File: src/rtl/armaria_pkg.sv
// Shared definitions for the memory address handler: op encoding, FSM states
// and the architectural reset values of PC and SP.
package armaria_pkg;

    localparam logic [2:0] OP_NOP    = 3'd0;
    localparam logic [2:0] OP_BRANCH = 3'd1;
    localparam logic [2:0] OP_LOAD   = 3'd2;
    localparam logic [2:0] OP_STORE  = 3'd3;
    localparam logic [2:0] OP_PUSH   = 3'd4;
    localparam logic [2:0] OP_POP    = 3'd5;
    localparam logic [2:0] OP_EXCEPT = 3'd6;

    typedef enum logic [1:0] {
        ST_IDLE   = 2'd0,
        ST_ACCESS = 2'd1,
        ST_COMMIT = 2'd2
    } state_e;

    localparam logic [31:0] DEF_EXC_VECTOR = 32'h0000_0002;
    localparam logic [31:0] RST_PC         = 32'h0000_0001;
    localparam logic [31:0] RST_SP         = 32'hFFFF_FFFF;

    function automatic logic is_read_op(input logic [2:0] o);
        return (o == OP_LOAD) || (o == OP_POP);
    endfunction

    function automatic logic is_write_op(input logic [2:0] o);
        return (o == OP_STORE) || (o == OP_PUSH);
    endfunction

endpackage

File: src/rtl/mem_addr_handler_if.sv
// Memory port of the address handler: word address, write data, strobes,
// read data and the single ready/acknowledge line.
interface mem_addr_handler_if;
    logic [31:0] mem_addr;
    logic [31:0] mem_wdata;
    logic [31:0] mem_rdata;
    logic        mem_re;
    logic        mem_we;
    logic        mem_ready;

    modport master (output mem_addr, mem_wdata, mem_re, mem_we,
                    input  mem_rdata, mem_ready);
    modport slave  (input  mem_addr, mem_wdata, mem_re, mem_we,
                    output mem_rdata, mem_ready);
endinterface

File: src/rtl/next_addr_calc.sv
// Combinational next-PC / next-SP / access-address computation for one op.
module next_addr_calc
    import armaria_pkg::*;
#(
    parameter logic [31:0] EXC_VECTOR = DEF_EXC_VECTOR
) (
    input  logic [2:0]  op_i,
    input  logic [31:0] pc_i,
    input  logic [31:0] sp_i,
    input  logic [31:0] result_i,
    input  logic        fault_i,
    output logic [31:0] next_pc_o,
    output logic [31:0] next_sp_o,
    output logic [31:0] acc_addr_o
);

    always_comb begin
        next_pc_o  = pc_i + 32'd1;
        next_sp_o  = sp_i;
        acc_addr_o = result_i;
        // The stack grows downward: PUSH pre-decrements, POP reads then increments.
        case (op_i)
            OP_PUSH: acc_addr_o = sp_i - 32'd1;
            OP_POP:  acc_addr_o = sp_i;
            default: acc_addr_o = result_i;
        endcase
        if (fault_i) begin
            next_pc_o = EXC_VECTOR;
        end else begin
            case (op_i)
                OP_BRANCH: next_pc_o = result_i;
                OP_EXCEPT: next_pc_o = EXC_VECTOR;
                OP_PUSH:   next_sp_o = sp_i - 32'd1;
                OP_POP:    next_sp_o = sp_i + 32'd1;
                default:   next_pc_o = pc_i + 32'd1;
            endcase
        end
    end

endmodule

File: src/rtl/mem_addr_handler.sv
// Sequences one fetch/data access per start and commits PC, SP and load data
// to the register bank with a single-cycle enable pulse.
module mem_addr_handler
    import armaria_pkg::*;
#(
    parameter logic [31:0] EXC_VECTOR  = DEF_EXC_VECTOR,
    parameter logic [31:0] STACK_LIMIT = 32'h0000_8000,
    parameter int          WAIT_LIMIT  = 8
) (
    input  logic               clock,
    input  logic               reset,
    input  logic               start,
    input  logic [2:0]         op,
    input  logic [31:0]        PC,
    input  logic [31:0]        SP,
    input  logic [31:0]        Result,
    input  logic [31:0]        B,
    mem_addr_handler_if.master mem,
    output logic [31:0]        PCin,
    output logic [31:0]        SPin,
    output logic [31:0]        MemIn,
    output logic               bank_enable,
    output logic               busy,
    output logic               fault
);

    localparam int WCW = $clog2(WAIT_LIMIT + 1);

    state_e            state_q, state_d;
    logic [WCW-1:0]    wait_q, wait_d;
    logic [2:0]        op_q;
    logic [31:0]       pc_q, sp_q, res_q, b_q;
    logic [31:0]       mem_addr_q, mem_wdata_q, pcin_q, spin_q, memin_q;
    logic              mem_re_q, mem_we_q, bank_en_q, busy_q, fault_q;

    logic              in_idle, early_fault, timeout, c_fault;
    logic [2:0]        c_op;
    logic [31:0]       c_pc, c_sp, c_res, c_b;
    logic [31:0]       next_pc, next_sp, acc_addr;

    // In IDLE the operands are still on the inputs; afterwards use the latched copy.
    assign in_idle     = (state_q == ST_IDLE);
    assign c_op        = in_idle ? op     : op_q;
    assign c_pc        = in_idle ? PC     : pc_q;
    assign c_sp        = in_idle ? SP     : sp_q;
    assign c_res       = in_idle ? Result : res_q;
    assign c_b         = in_idle ? B      : b_q;
    assign early_fault = ((op == OP_PUSH) && (SP == STACK_LIMIT)) ||
                         ((op == OP_POP)  && (SP == 32'hFFFF_FFFF));
    assign timeout     = (state_q == ST_ACCESS) && !mem.mem_ready &&
                         (wait_q == WCW'(WAIT_LIMIT));
    assign c_fault     = in_idle ? early_fault : timeout;

    next_addr_calc #(.EXC_VECTOR(EXC_VECTOR)) u_calc (
        .op_i       (c_op),
        .pc_i       (c_pc),
        .sp_i       (c_sp),
        .result_i   (c_res),
        .fault_i    (c_fault),
        .next_pc_o  (next_pc),
        .next_sp_o  (next_sp),
        .acc_addr_o (acc_addr)
    );

    always_comb begin
        state_d = state_q;
        wait_d  = wait_q;
        case (state_q)
            ST_IDLE: begin
                if (start) begin
                    if ((is_read_op(op) || is_write_op(op)) && !early_fault)
                        state_d = ST_ACCESS;
                    else
                        state_d = ST_COMMIT;
                end
            end
            ST_ACCESS: begin
                if (mem.mem_ready || timeout) begin
                    state_d = ST_COMMIT;
                    wait_d  = '0;
                end else begin
                    wait_d  = wait_q + 1'b1;
                end
            end
            ST_COMMIT: state_d = ST_IDLE;
            default:   state_d = ST_IDLE;
        endcase
    end

    always_ff @(posedge clock) begin
        if (in_idle && start) begin
            op_q  <= op;
            pc_q  <= PC;
            sp_q  <= SP;
            res_q <= Result;
            b_q   <= B;
        end
    end

    always_ff @(posedge clock or posedge reset) begin
        if (reset) begin
            state_q     <= ST_IDLE;
            wait_q      <= '0;
            busy_q      <= 1'b0;
            bank_en_q   <= 1'b0;
            fault_q     <= 1'b0;
            mem_re_q    <= 1'b0;
            mem_we_q    <= 1'b0;
            mem_addr_q  <= '0;
            mem_wdata_q <= '0;
            pcin_q      <= RST_PC;
            spin_q      <= RST_SP;
            memin_q     <= '0;
        end else begin
            state_q   <= state_d;
            wait_q    <= wait_d;
            busy_q    <= (state_d != ST_IDLE);
            bank_en_q <= (state_d == ST_COMMIT);
            if (state_d == ST_ACCESS) begin
                mem_re_q    <= is_read_op(c_op);
                mem_we_q    <= is_write_op(c_op);
                mem_addr_q  <= acc_addr;
                mem_wdata_q <= c_b;
            end else begin
                mem_re_q <= 1'b0;
                mem_we_q <= 1'b0;
            end
            if ((state_q == ST_ACCESS) && mem.mem_ready && is_read_op(op_q))
                memin_q <= mem.mem_rdata;
            if (state_d == ST_COMMIT) begin
                pcin_q  <= next_pc;
                spin_q  <= next_sp;
                fault_q <= c_fault;
            end else begin
                fault_q <= 1'b0;
            end
        end
    end

    assign mem.mem_addr  = mem_addr_q;
    assign mem.mem_wdata = mem_wdata_q;
    assign mem.mem_re    = mem_re_q;
    assign mem.mem_we    = mem_we_q;
    assign PCin          = pcin_q;
    assign SPin          = spin_q;
    assign MemIn         = memin_q;
    assign bank_enable   = bank_en_q;
    assign busy          = busy_q;
    assign fault         = fault_q;

endmodule

File: src/flat_wrapper.sv
// flat-port wrapper written by rule: the top's interface ports become plain ports
module mem_addr_handler_flat import armaria_pkg::*;
#(
    parameter logic [31:0] EXC_VECTOR  = DEF_EXC_VECTOR,
    parameter logic [31:0] STACK_LIMIT = 32'h0000_8000,
    parameter int          WAIT_LIMIT  = 8
)
  (clock, reset, start, op, PC, SP, Result, B, PCin, SPin, MemIn, bank_enable, busy, fault, mem_mem_addr, mem_mem_wdata, mem_mem_re, mem_mem_we, mem_mem_rdata, mem_mem_ready);
  mem_addr_handler_if mem_i ();
  input  logic clock;
  input  logic reset;
  input  logic start;
  input  logic [2:0] op;
  input  logic [31:0] PC;
  input  logic [31:0] SP;
  input  logic [31:0] Result;
  input  logic [31:0] B;
  output logic [31:0] PCin;
  output logic [31:0] SPin;
  output logic [31:0] MemIn;
  output logic bank_enable;
  output logic busy;
  output logic fault;
  output wire logic [$bits(mem_i.mem_addr)-1:0] mem_mem_addr;
  output wire logic [$bits(mem_i.mem_wdata)-1:0] mem_mem_wdata;
  output wire logic [$bits(mem_i.mem_re)-1:0] mem_mem_re;
  output wire logic [$bits(mem_i.mem_we)-1:0] mem_mem_we;
  input wire logic [$bits(mem_i.mem_rdata)-1:0] mem_mem_rdata;
  input wire logic [$bits(mem_i.mem_ready)-1:0] mem_mem_ready;
  assign mem_mem_addr = mem_i.mem_addr;
  assign mem_mem_wdata = mem_i.mem_wdata;
  assign mem_mem_re = mem_i.mem_re;
  assign mem_mem_we = mem_i.mem_we;
  assign mem_i.mem_rdata = mem_mem_rdata;
  assign mem_i.mem_ready = mem_mem_ready;
  mem_addr_handler #(.EXC_VECTOR(EXC_VECTOR), .STACK_LIMIT(STACK_LIMIT), .WAIT_LIMIT(WAIT_LIMIT)) u_core (.clock(clock), .reset(reset), .start(start), .op(op), .PC(PC), .SP(SP), .Result(Result), .B(B), .mem(mem_i), .PCin(PCin), .SPin(SPin), .MemIn(MemIn), .bank_enable(bank_enable), .busy(busy), .fault(fault));
endmodule
File: config.mk
export PLATFORM = sky130hd
export DESIGN_NAME = mem_addr_handler_flat
export DESIGN_NICKNAME = d
export VERILOG_FILES = /design/src/rtl/armaria_pkg.sv /design/src/rtl/mem_addr_handler_if.sv /design/src/rtl/next_addr_calc.sv /design/src/rtl/mem_addr_handler.sv /design/src/flat_wrapper.sv
export SDC_FILE = /design/constraint.sdc
export NUM_CORES = 1
export LEC_CHECK = 0
export CAP_MARGIN = 30
export CORE_UTILIZATION = 50
export CTS_CLUSTER_DIAMETER = 80
export CTS_CLUSTER_SIZE = 20
export DETAILED_ROUTE_END_ITERATION = 16
export GPL_TIMING_DRIVEN = 0
export PLACE_DENSITY = 0.77
export SLEW_MARGIN = 10
export SYNTH_ARGS = -nofsm -noshare
export SYNTH_HDL_FRONTEND = slang
export SYNTH_HIERARCHICAL = 1
export SYNTH_SLANG_ARGS = --single-unit
File: constraint.sdc
create_clock -name clock -period 14.9 [get_ports clock]
set_clock_uncertainty 0.05 [all_clocks]
set_input_delay 1.49 -clock clock [delete_from_list [all_inputs] [get_ports clock]]
set_output_delay 1.49 -clock clock [all_outputs]
set_load 0.01 [all_outputs]
Word-level counts from Yosys, hierarchy flattened
Index checks and enable logic that the tools add are counted.
Widths: inputs -> output; s select.
{ "word_totals": {"ff_bits": 302, "in_bits": 167, "output_inout_bits": 165, "elab_cells": 78} }
{ "op_classes": {"addsub": 4, "n_eq_ne": 18, "muxes": 19, "reduce_logical": 20} }
{ "op_table": {"columns": ["cell", "count"], "rows": [
  ["$mux 32", 6],
  ["$pmux 32 s2", 3],
  ["$add 32x1->32 const B", 2],
  ["$eq 32x16->1 const B", 1],
  ["$eq 32x32->1 const B", 1],
  ["$sub 32x1->32 const B", 1],
  ["$eq 3x3->1 const B", 6],
  ["$eq 3x2->1 const B", 5],
  ["$logic_and 1x1->1", 8],
  ["$logic_or 1x1->1", 8],
  ["$mux 2", 3],
  ["$add 4x1->4 const B", 1],
  ["$eq 2x1->1 const B", 2],
  ["$eq 4x4->1 const B", 1],
  ["$mux 1", 4],
  ["$mux 4", 1],
  ["$pmux 2 s2", 1],
  ["$eq 3x1->1 const B", 1],
  ["$mux 3", 1],
  ["$eq 2x2->1 const B", 1],
  ["$logic_not 1->1", 2],
  ["$logic_not 2->1", 1],
  ["$reduce_bool 2->1", 1]
]} }

Longest topological paths before layout
Gate-level depths: netlist of the first run.
{ "logic_depth": {"ltp_word": 10, "depth_mapped": 14, "mapped_depth_nobuf": 11} }

Cells and area by module
Netlist of the first run, hierarchy kept.
{ "by_module_without_submodules": {"columns": ["mod", "instances", "cells_per_inst", "area_per_inst_um2", "seq_area_each_um2"], "rows": [
  ["mem_addr_handler", 1, 1056, 13900.8, 8254.2],
  ["next_addr_calc", 1, 540, 3191.8, 0.0]
]} }

Worst setup path after synthesis of the first run
Ideal clock, no wire load.
{ "synth_timing": {"path_type": "input to register", "startpoint": "input port start", "endpoint": "register u_core.pcin_q[21], in the netlist u_core/PCin[21]", "setup_ps": 127, "arrival_ps": 5435, "required_ps": 14723, "setup_slack_ps": 9288, "path_stages": 7, "path_buffers": 2, "path_cell_list": "nand2_1 > inv_1 > nor2_1 > a31oi_4 > buf_6 > buf_6 > mux2_1"} }
{ "synth_via": {"elab_chain_cells": 3} }
{ "synth_rtl": {"columns": ["item", "line", "text"], "rows": [
  ["start, declared", "flat_wrapper.sv:12", "input logic start;"],
  ["$mux 2", "mem_addr_handler.sv:70", "if (start) begin"],
  ["$pmux 2 s2", "mem_addr_handler.sv:68", "case (state_q)"],
  ["$eq 2x2->1", "mem_addr_handler.sv:130", "if (state_d == ST_COMMIT) begin"],
  ["end signal, assigned", "mem_addr_handler.sv:131", "pcin_q <= next_pc;"],
  ["end, declared", "mem_addr_handler.sv:33", "logic [31:0] mem_addr_q, mem_wdata_q, pcin_q, spin_q, memin_q;"]
]} }
Every way passes these cells.
A chain may end at the register's enable or synchronous reset.

Worst setup path in the final report of the first run
{ "layout_timing": {"startpoint": "register u_core.state_q[1]", "endpoint": "register u_core.mem_addr_q[28], in the netlist u_core/mem.mem_addr[28]"} }
{ "layout_via": {"elab_cells_between_ends": 16, "classes_between": "1 x add/sub; 4 x eq/ne; 7 x mux; 4 x reduce/logical"} }
{ "layout_rtl": {"columns": ["item", "line", "text"], "rows": [
  ["start, declared", "mem_addr_handler.sv:29", "state_e state_q, state_d;"],
  ["start signal, assigned", "mem_addr_handler.sv:115", "state_q <= state_d;"],
  ["$logic_not 2->1", "mem_addr_handler.sv:42", "assign in_idle = (state_q == ST_IDLE);"],
  ["$mux 32", "mem_addr_handler.sv:45", "assign c_sp = in_idle ? SP : sp_q;"],
  ["net u_core.c_sp[0]", "mem_addr_handler.sv:38", "logic [31:0] c_pc, c_sp, c_res, c_b;"],
  ["$sub 32x1->32", "next_addr_calc.sv:23", "OP_PUSH: acc_addr_o = sp_i - 32'd1;"],
  ["$pmux 32 s2", "next_addr_calc.sv:22", "case (op_i)"],
  ["net u_core.acc_addr[28]", "mem_addr_handler.sv:39", "logic [31:0] next_pc, next_sp, acc_addr;"],
  ["end signal, assigned", "mem_addr_handler.sv:122", "mem_addr_q <= acc_addr;"],
  ["end, declared", "mem_addr_handler.sv:33", null]
]} }
The timed path passes the listed nets, and every way through them passes these cells.

==> results of run 1 <==
[final cells by class]
class | instances | share of cell area [%]
Inverter | 14 | 0.299
Clock inverter | 8 | 0.478
Buffer | 145 | 3.07
Antenna cell | 2 | 0.0230
Sequential cell | 302 | 38.0
Clock buffer | 30 | 2.57
Tap cell | 448 | 2.58
Timing Repair Buffer | 335 | 15.6
Multi-Input combinational cell | 1135 | 37.4
[worst min-delay path by stage]
stage	start	endpoint	slack, ps	depth (start not counted)
after floorplan	u_core/wait_q[2]$_DFFE_PP0N_	u_core/wait_q[2]$_DFFE_PP0N_	420	1
after global placement	u_core/PCin[24]$_DFFE_PP0N_	u_core/PCin[24]$_DFFE_PP0N_	430	1
after detailed placement	u_core/PCin[26]$_DFFE_PP0N_	u_core/PCin[26]$_DFFE_PP0N_	430	1
after CTS	u_core/PCin[24]$_DFFE_PP0N_	u_core/PCin[24]$_DFFE_PP0N_	460	1
after global routing	u_core/PCin[26]$_DFFE_PP0N_	u_core/PCin[26]$_DFFE_PP0N_	470	1
final	u_core/PCin[26]$_DFFE_PP0N_	u_core/PCin[26]$_DFFE_PP0N_	450	1
[sequential cells by signal, indices dropped and copies added (netlist names)]
signal	count
u_core/MemIn	32
u_core/PCin	32
u_core/SPin	32
u_core/b_q	32
u_core/mem.mem_addr	32
u_core/mem.mem_wdata	32
u_core/pc_q	32
u_core/res_q	32
u_core/sp_q	32
u_core/wait_q	4
u_core/op_q	3
u_core/state_q	2
u_core/bank_enable	1
u_core/busy	1
u_core/fault	1
u_core/mem.mem_re	1
u_core/mem.mem_we	1
[per-layer routing]
| metal | routed length [um] | track usage, % | share of wire [%] |
|---|---|---|---|
| met5 | 27 | 0 | 0.048 |
| met4 | 1980 | 10.3 | 3.5 |
| met3 | 5130 | 5.52 | 9.1 |
| met2 | 25700 | 49.2 | 46 |
| met1 | 23400 | 43.9 | 42 |
[per-stage QoR]
step / utilization, % / cells
floorplan: - / 1596
global placement: 62.4 / 2375
detailed placement: 62.7 / 2379
CTS: 64.6 / 2417
global route: 64.6 / 2417
finish: 64.6 / 2419
[cell usage in the layout, fill, tap and decap left out, drive strengths merged, types with 32 or more instances in the layout]
master	netlist	routed
and3	39	39
mux2i	37	37
dfstp	33	33
o21ai	79	79
nand3	55	55
xor2	32	32
o211ai	97	97
nor2	71	71
or4	47	47
nor4	36	36
dfrtp	138	138
nand2	135	135
a311oi	32	32
edfxtp	131	131
nand4	91	91
mux2	194	194
buf	41	45
clkdlybuf4s50	0	331
xnor2	59	59
clkbuf	104	134
[cell usage after synthesis, types with 2 or more instances]
library cell	count	area share (%)
and4_1	5	0.26
nor3_1	31	0.91
nor4bb_1	2	0.12
xor2_1	32	1.6
a2111oi_0	4	0.20
clkbuf_1	101	2.2
mux2_2	154	10
or4_4	2	0.13
or2_2	7	0.26
a31oi_1	4	0.15
ha_1	5	0.37
nor2b_1	5	0.18
nand4_1	91	3.3
nand2_1	135	3.0
edfxtp_1	131	23
or3_1	10	0.37
or4_1	45	2.0
or3_2	2	0.088
o21ai_0	78	2.3
a311oi_1	32	1.6
buf_1	12	0.26
nand2b_1	8	0.29
buf_2	15	0.44
o211ai_1	97	4.3
nand3_1	55	1.6
mux2i_1	37	2.2
nand3b_1	4	0.18
o21a_1	7	0.31
inv_1	14	0.31
and2_1	3	0.11
nor4_1	35	1.3
mux2_1	40	2.6
dfstp_2	33	5.1
buf_6	10	0.66
o32ai_1	3	0.15
buf_4	4	0.18
dfrtp_1	138	20
a21oi_1	14	0.41
xnor2_1	59	3.0
nor2_1	71	1.6
and3_1	39	1.4
[where the power goes]
group          switching [mW]  internal (mW)
sequential              0.189           1.20
combinational           0.963          0.897
clock                   0.313          0.289
[kinds of logic after synthesis]
logic type,Yosys count
flip-flops,302
XOR/XNOR,91
multiplexers,231
buffers and inverters,159
AND/OR/NAND/NOR,557
adder cells (fa/ha/maj),5
AO/OA/AOI/OAI,251
[worst reg2reg max path, stage by stage (launching register included)]
cell,delay (ps)
dfrtp_1,400
nor2_1,580
clkbuf_1,520
buf_1,570
mux2_2,430
buf_4,180
inv_1,90
ha_1,230
nor4b_2,600
nand4_1,390
or4_1,660
xnor2_1,180
o21ai_0,410
nand4_1,140
nand4_1,120
==> results.cfg, run 1 <==
[yosys]
synthMuxAreaShare_pct = 14.9
synth_flop_cell = dfrtp_1
ys_async_sr_fraction_pct = 56.6
synthCells = 1596
synth_warnings = 6
synth_fp_nets = 1768
synthSimpleGateAreaFrac_pct = 17.5
synth-compound-area-share_pct = 10.1
synth.avg_cell_area_sq_um = 10.7
synth_xor_area_share_pct = 4.66
syn_area_sq_um = 17100
synth_edf_count = 131
yosys_register_bits = 302
seq_area_frac_synth_pct = 48.3
synth_top_family_by_area = simple AND/OR/NAND/NOR gates
yosys.area_share.adder_pct = 0.366
ys_types = 63

[worst_setup_path]
critPathTopFamily = simple AND/OR/NAND/NOR gates
endpoint_kind = register
path_common_cell = nand4_1
critPathCapture = u_core/mem.mem_addr[28]$_DFFE_PP0N_
critPathRequiredTime_ps = 15330
critPathBufInv = 4
rrSetupSlack_ps = 9280
path_max_fanout = 10
cp-start-kind = register
r2r_cells = 14
path_depth = 14
cpMaxStageDelayCell = or4_1
cp_data_arrival_time_ps = 6050
crit_type = register to register
path_cells = nor2_1 > clkbuf_1 > buf_1 > mux2_2 > buf_4 > inv_1 > ha_1 > nor4b_2 > nand4_1 > or4_1 > xnor2_1 > o21ai_0 > nand4_1 > nand4_1
r2r-end = u_core/mem.mem_addr[28]$_DFFE_PP0N_
critPathLaunch = u_core/state_q[1]$_DFF_PP0_
rr_startpoint = u_core/state_q[1]$_DFF_PP0_
slowest_delay_ps = 660

[floorplan]
dieWidth_um = 187
std_cell_rows = 67
initial_core_util_pct = 50.8
placeableCoreArea_sq_um = 33600
io_pins = 332
fp.dieH_um = 187
dieArea_sq_um = 34900

[final_layout]
fill_cells = 2727
synthToLayoutAreaGrowth_pct = 27.1
seqCellArea_sq_um = 8250
drive_above_1_share_pct = 13.8
multi_input_area_sq_um = 8120
fin_nets = 2126
fin_area_sq_um = 21700

[sta]
max_freq_mhz = 178
worst_pin_slew_ps = 952
min_period_over_period_pct = 37.7
whs_ps = 452
period_minus_slack_ps = 5620
setup_tns_ps = 0
slew_viol_final = 0
setup_ws_ps = 9280
setup_violations = 0
max_slew_margin_pct = 36.0
finalHoldViolations = 0
rsz0062_at_grt = false

[grt]
grt.total_usage_pct = 31.3
grt_pass1_vias = 14400
antenna_found_initial = 4
grt_remaining_overflow = 0
grt_pass1_wl_mm = 85.9
grt_max_degree = 104

[routing]
vias = 15100
drt_wl_total_mm = 56.2
avgRoutedWirePerCell_um = 23.2
drc = 0
drtAntennaViolNets = 0
firstDrtPassIters = 6
via_per_inst = 6.26
drt_iter0_drc = 1678

[pwr]
p_total_mw = 3.85
vdd_drop_max_mv = 0.135
p_per_area_nw_per_um2 = 177
cellLeakagePower_nw = 7.80

[clocking]
post-cts-setup-buffers = 0
cts_num_sinks = 302
cts_tree = built
cts-root-buf = clkbuf_16
postCtsHoldBufs = 0
htreeDepth = 1
clkLatencyLatePin_ps = 550
clockBufferDepth = 3
clk_pin_slew_ps = 90
cts_resized = 0
cts_buffers = 21

[place]
place_hpwl_mm = 42.1
post-place-ws_ps = 9010
gp_congestion = 0.983
placed_area_sq_um = 21100
io_buffers = 331

[hold_path]
hp-class = register to register

[outcome]
outcome = complete, no violations

[run]
maxCapViolations = 0
Power figures use the tool's default switching activity.
==> run 2: changes to the inputs <==
==> constraint.sdc (replaced) <==
create_clock -name clock -period 5.53 [get_ports clock]
set_clock_uncertainty 0.05 [all_clocks]
set_input_delay 0.553 -clock clock [delete_from_list [all_inputs] [get_ports clock]]
set_output_delay 0.553 -clock clock [all_outputs]
set_load 0.01 [all_outputs]
==> run 2 against run 1 <==
Against the previous run:
- first-iteration DRC count is essentially flat
- worst hold slack is essentially flat
- total power grew to 2.7 times the previous value
- combinational power grew to 2.7 times the previous value
- critical path type unchanged
- largest power group unchanged
==> results.cfg, run 2 (synthesis gave the netlist of run 1 again) <==
[sta]
slew_viol_final = 0
worst_pin_slew_ps = 948
finalHoldViolations = 0
setup_violations = 0
min_period_over_period_pct = 95.2
setup_ws_ps = 266
max_freq_mhz = 190
rsz0062_at_grt = false
max_slew_margin_pct = 36.3
period_minus_slack_ps = 5260

[hold_path]
hp-class = register to register

[routing]
drt_iter0_drc = 1677
drt_wl_total_mm = 56.2
wl_met3_mm = 5.17
drc = 0
vias = 15100
via_per_inst = 6.25
highest_layer = met5
avgRoutedWirePerCell_um = 23.2
wl_met2_mm = 25.6
wl_met1_mm = 23.4
drtAntennaViolNets = 0
firstDrtPassIters = 5

[grt]
grt_max_degree = 104
antenna_found_initial = 4
grt.total_usage_pct = 31.3
grt_pass1_wl_mm = 85.9
grt_pass1_vias = 14400
grt_remaining_overflow = 0

[floorplan]
io_pins = 332
initial_core_util_pct = 50.8
fp.dieH_um = 187
std_cell_rows = 67
dieArea_sq_um = 34900
placeableCoreArea_sq_um = 33600
dieWidth_um = 187

[place]
dp.cells = 2379
placed_area_sq_um = 21100
post-place-ws_ps = -9.94
place_hpwl_mm = 42.1
io_buffers = 331
gp_congestion = 0.983

[clocking]
cts_buffers = 21
cts_tree = built
cts-root-buf = clkbuf_16
clockBufferDepth = 3
clk_pin_slew_ps = 90
htreeDepth = 1
clkLatencyLatePin_ps = 550
cts_num_sinks = 302
post-cts-setup-buffers = 0

[worst_setup_path]
cp-start-kind = register
endpoint_kind = register
cp_data_arrival_time_ps = 5690
critPathRequiredTime_ps = 5960
path_max_fanout = 10
crit_type = register to register

[final_layout]
synthToLayoutAreaGrowth_pct = 27.2
finish.cell_count_without_fillers = 2419
fin_area_sq_um = 21700
drive_above_1_share_pct = 13.9
utilization_pct = 64.7
fill_cells = 2728
final_common_cell = clkdlybuf4s50_1
fin_nets = 2126
final_cell_mix = clkdlybuf4s50_1 (331), mux2_2 (154), dfrtp_1 (138)

[pwr]
p_total_mw = 10.4
cellLeakagePower_nw = 7.80
p_per_area_nw_per_um2 = 477
vdd_drop_max_mv = 0.364

[run]
maxCapViolations = 0

[outcome]
outcome = complete, no violations
-- run 2: per-stage QoR --
stage	TNS (ps)	hold WS, ps
2_1_floorplan	0	422
3_3_place_gp	-480010	431
3_5_place_dp	-9.94	427
4_1_cts	0	459
5_1_grt	0	474
6_report	0	453
-- run 2: layout make-up --
type	instances	area, sq um	share of cell area [%]
timing repair buffer	335	3390	15.6
clock inverter	8	104	0.478
multi-input combinational	1135	8130	37.4
antenna	2	5.00	0.0230
tap	448	561	2.58
sequential	302	8250	38.0
inverter	14	65.1	0.299
buffer	145	669	3.08
clock buffer	30	559	2.57
-- run 2: metal layers --
layer / GRT usage, % / vias up
met1: 43.9 / 7378
met4: 10.3 / 4
met5: 0 / -
met2: 49.2 / 872
met3: 5.52 / 110
li1: - / 6753
-- run 2: worst max-delay path: stages (launching register included) --
cell	delay, ps
dfrtp_1	410
nor2_2	390
clkbuf_1	500
buf_2	390
mux2_2	400
buf_4	180
inv_1	90
ha_1	230
nor4b_2	610
nand4_1	390
or4_1	660
xnor2_1	180
o21ai_0	450
nand4_1	150
nand4_1	120
-- run 2: final timing paths --
kind / from / end / slack (ps) / cells after the start
worst max register to register: u_core/state_q[1]$_DFF_PP0_ / u_core/mem.mem_addr[28]$_DFFE_PP0N_ / 270 / 14
worst min-delay path: u_core/PCin[26]$_DFFE_PP0N_ / u_core/PCin[26]$_DFFE_PP0N_ / 450 / 1
worst min register to register: u_core/PCin[26]$_DFFE_PP0N_ / u_core/PCin[26]$_DFFE_PP0N_ / 450 / 1
min in group asynchronous: reset / u_core/state_q[0]$_DFF_PP0_ / 540 / 2
worst max-delay path: u_core/state_q[1]$_DFF_PP0_ / u_core/mem.mem_addr[28]$_DFFE_PP0N_ / 270 / 14
max in group asynchronous: reset / u_core/SPin[23]$_DFFE_PP1N_ / 4030 / 3
-- run 2: repair_timing --
| action | CTS | global route |
|---|---|---|
| resized for setup | 1 | 1 |
| setup endpoints to repair | 1 | 3 |
| hold buffers | 0 | 0 |
| gates cloned | 0 | 0 |
-- run 2: where the power goes --
group	total (mW)	switching, mW	internal, mW
clock	1.63	0.847	0.780
combinational	5.01	2.59	2.42
sequential	3.73	0.508	3.22
total	10.4	3.95	6.42
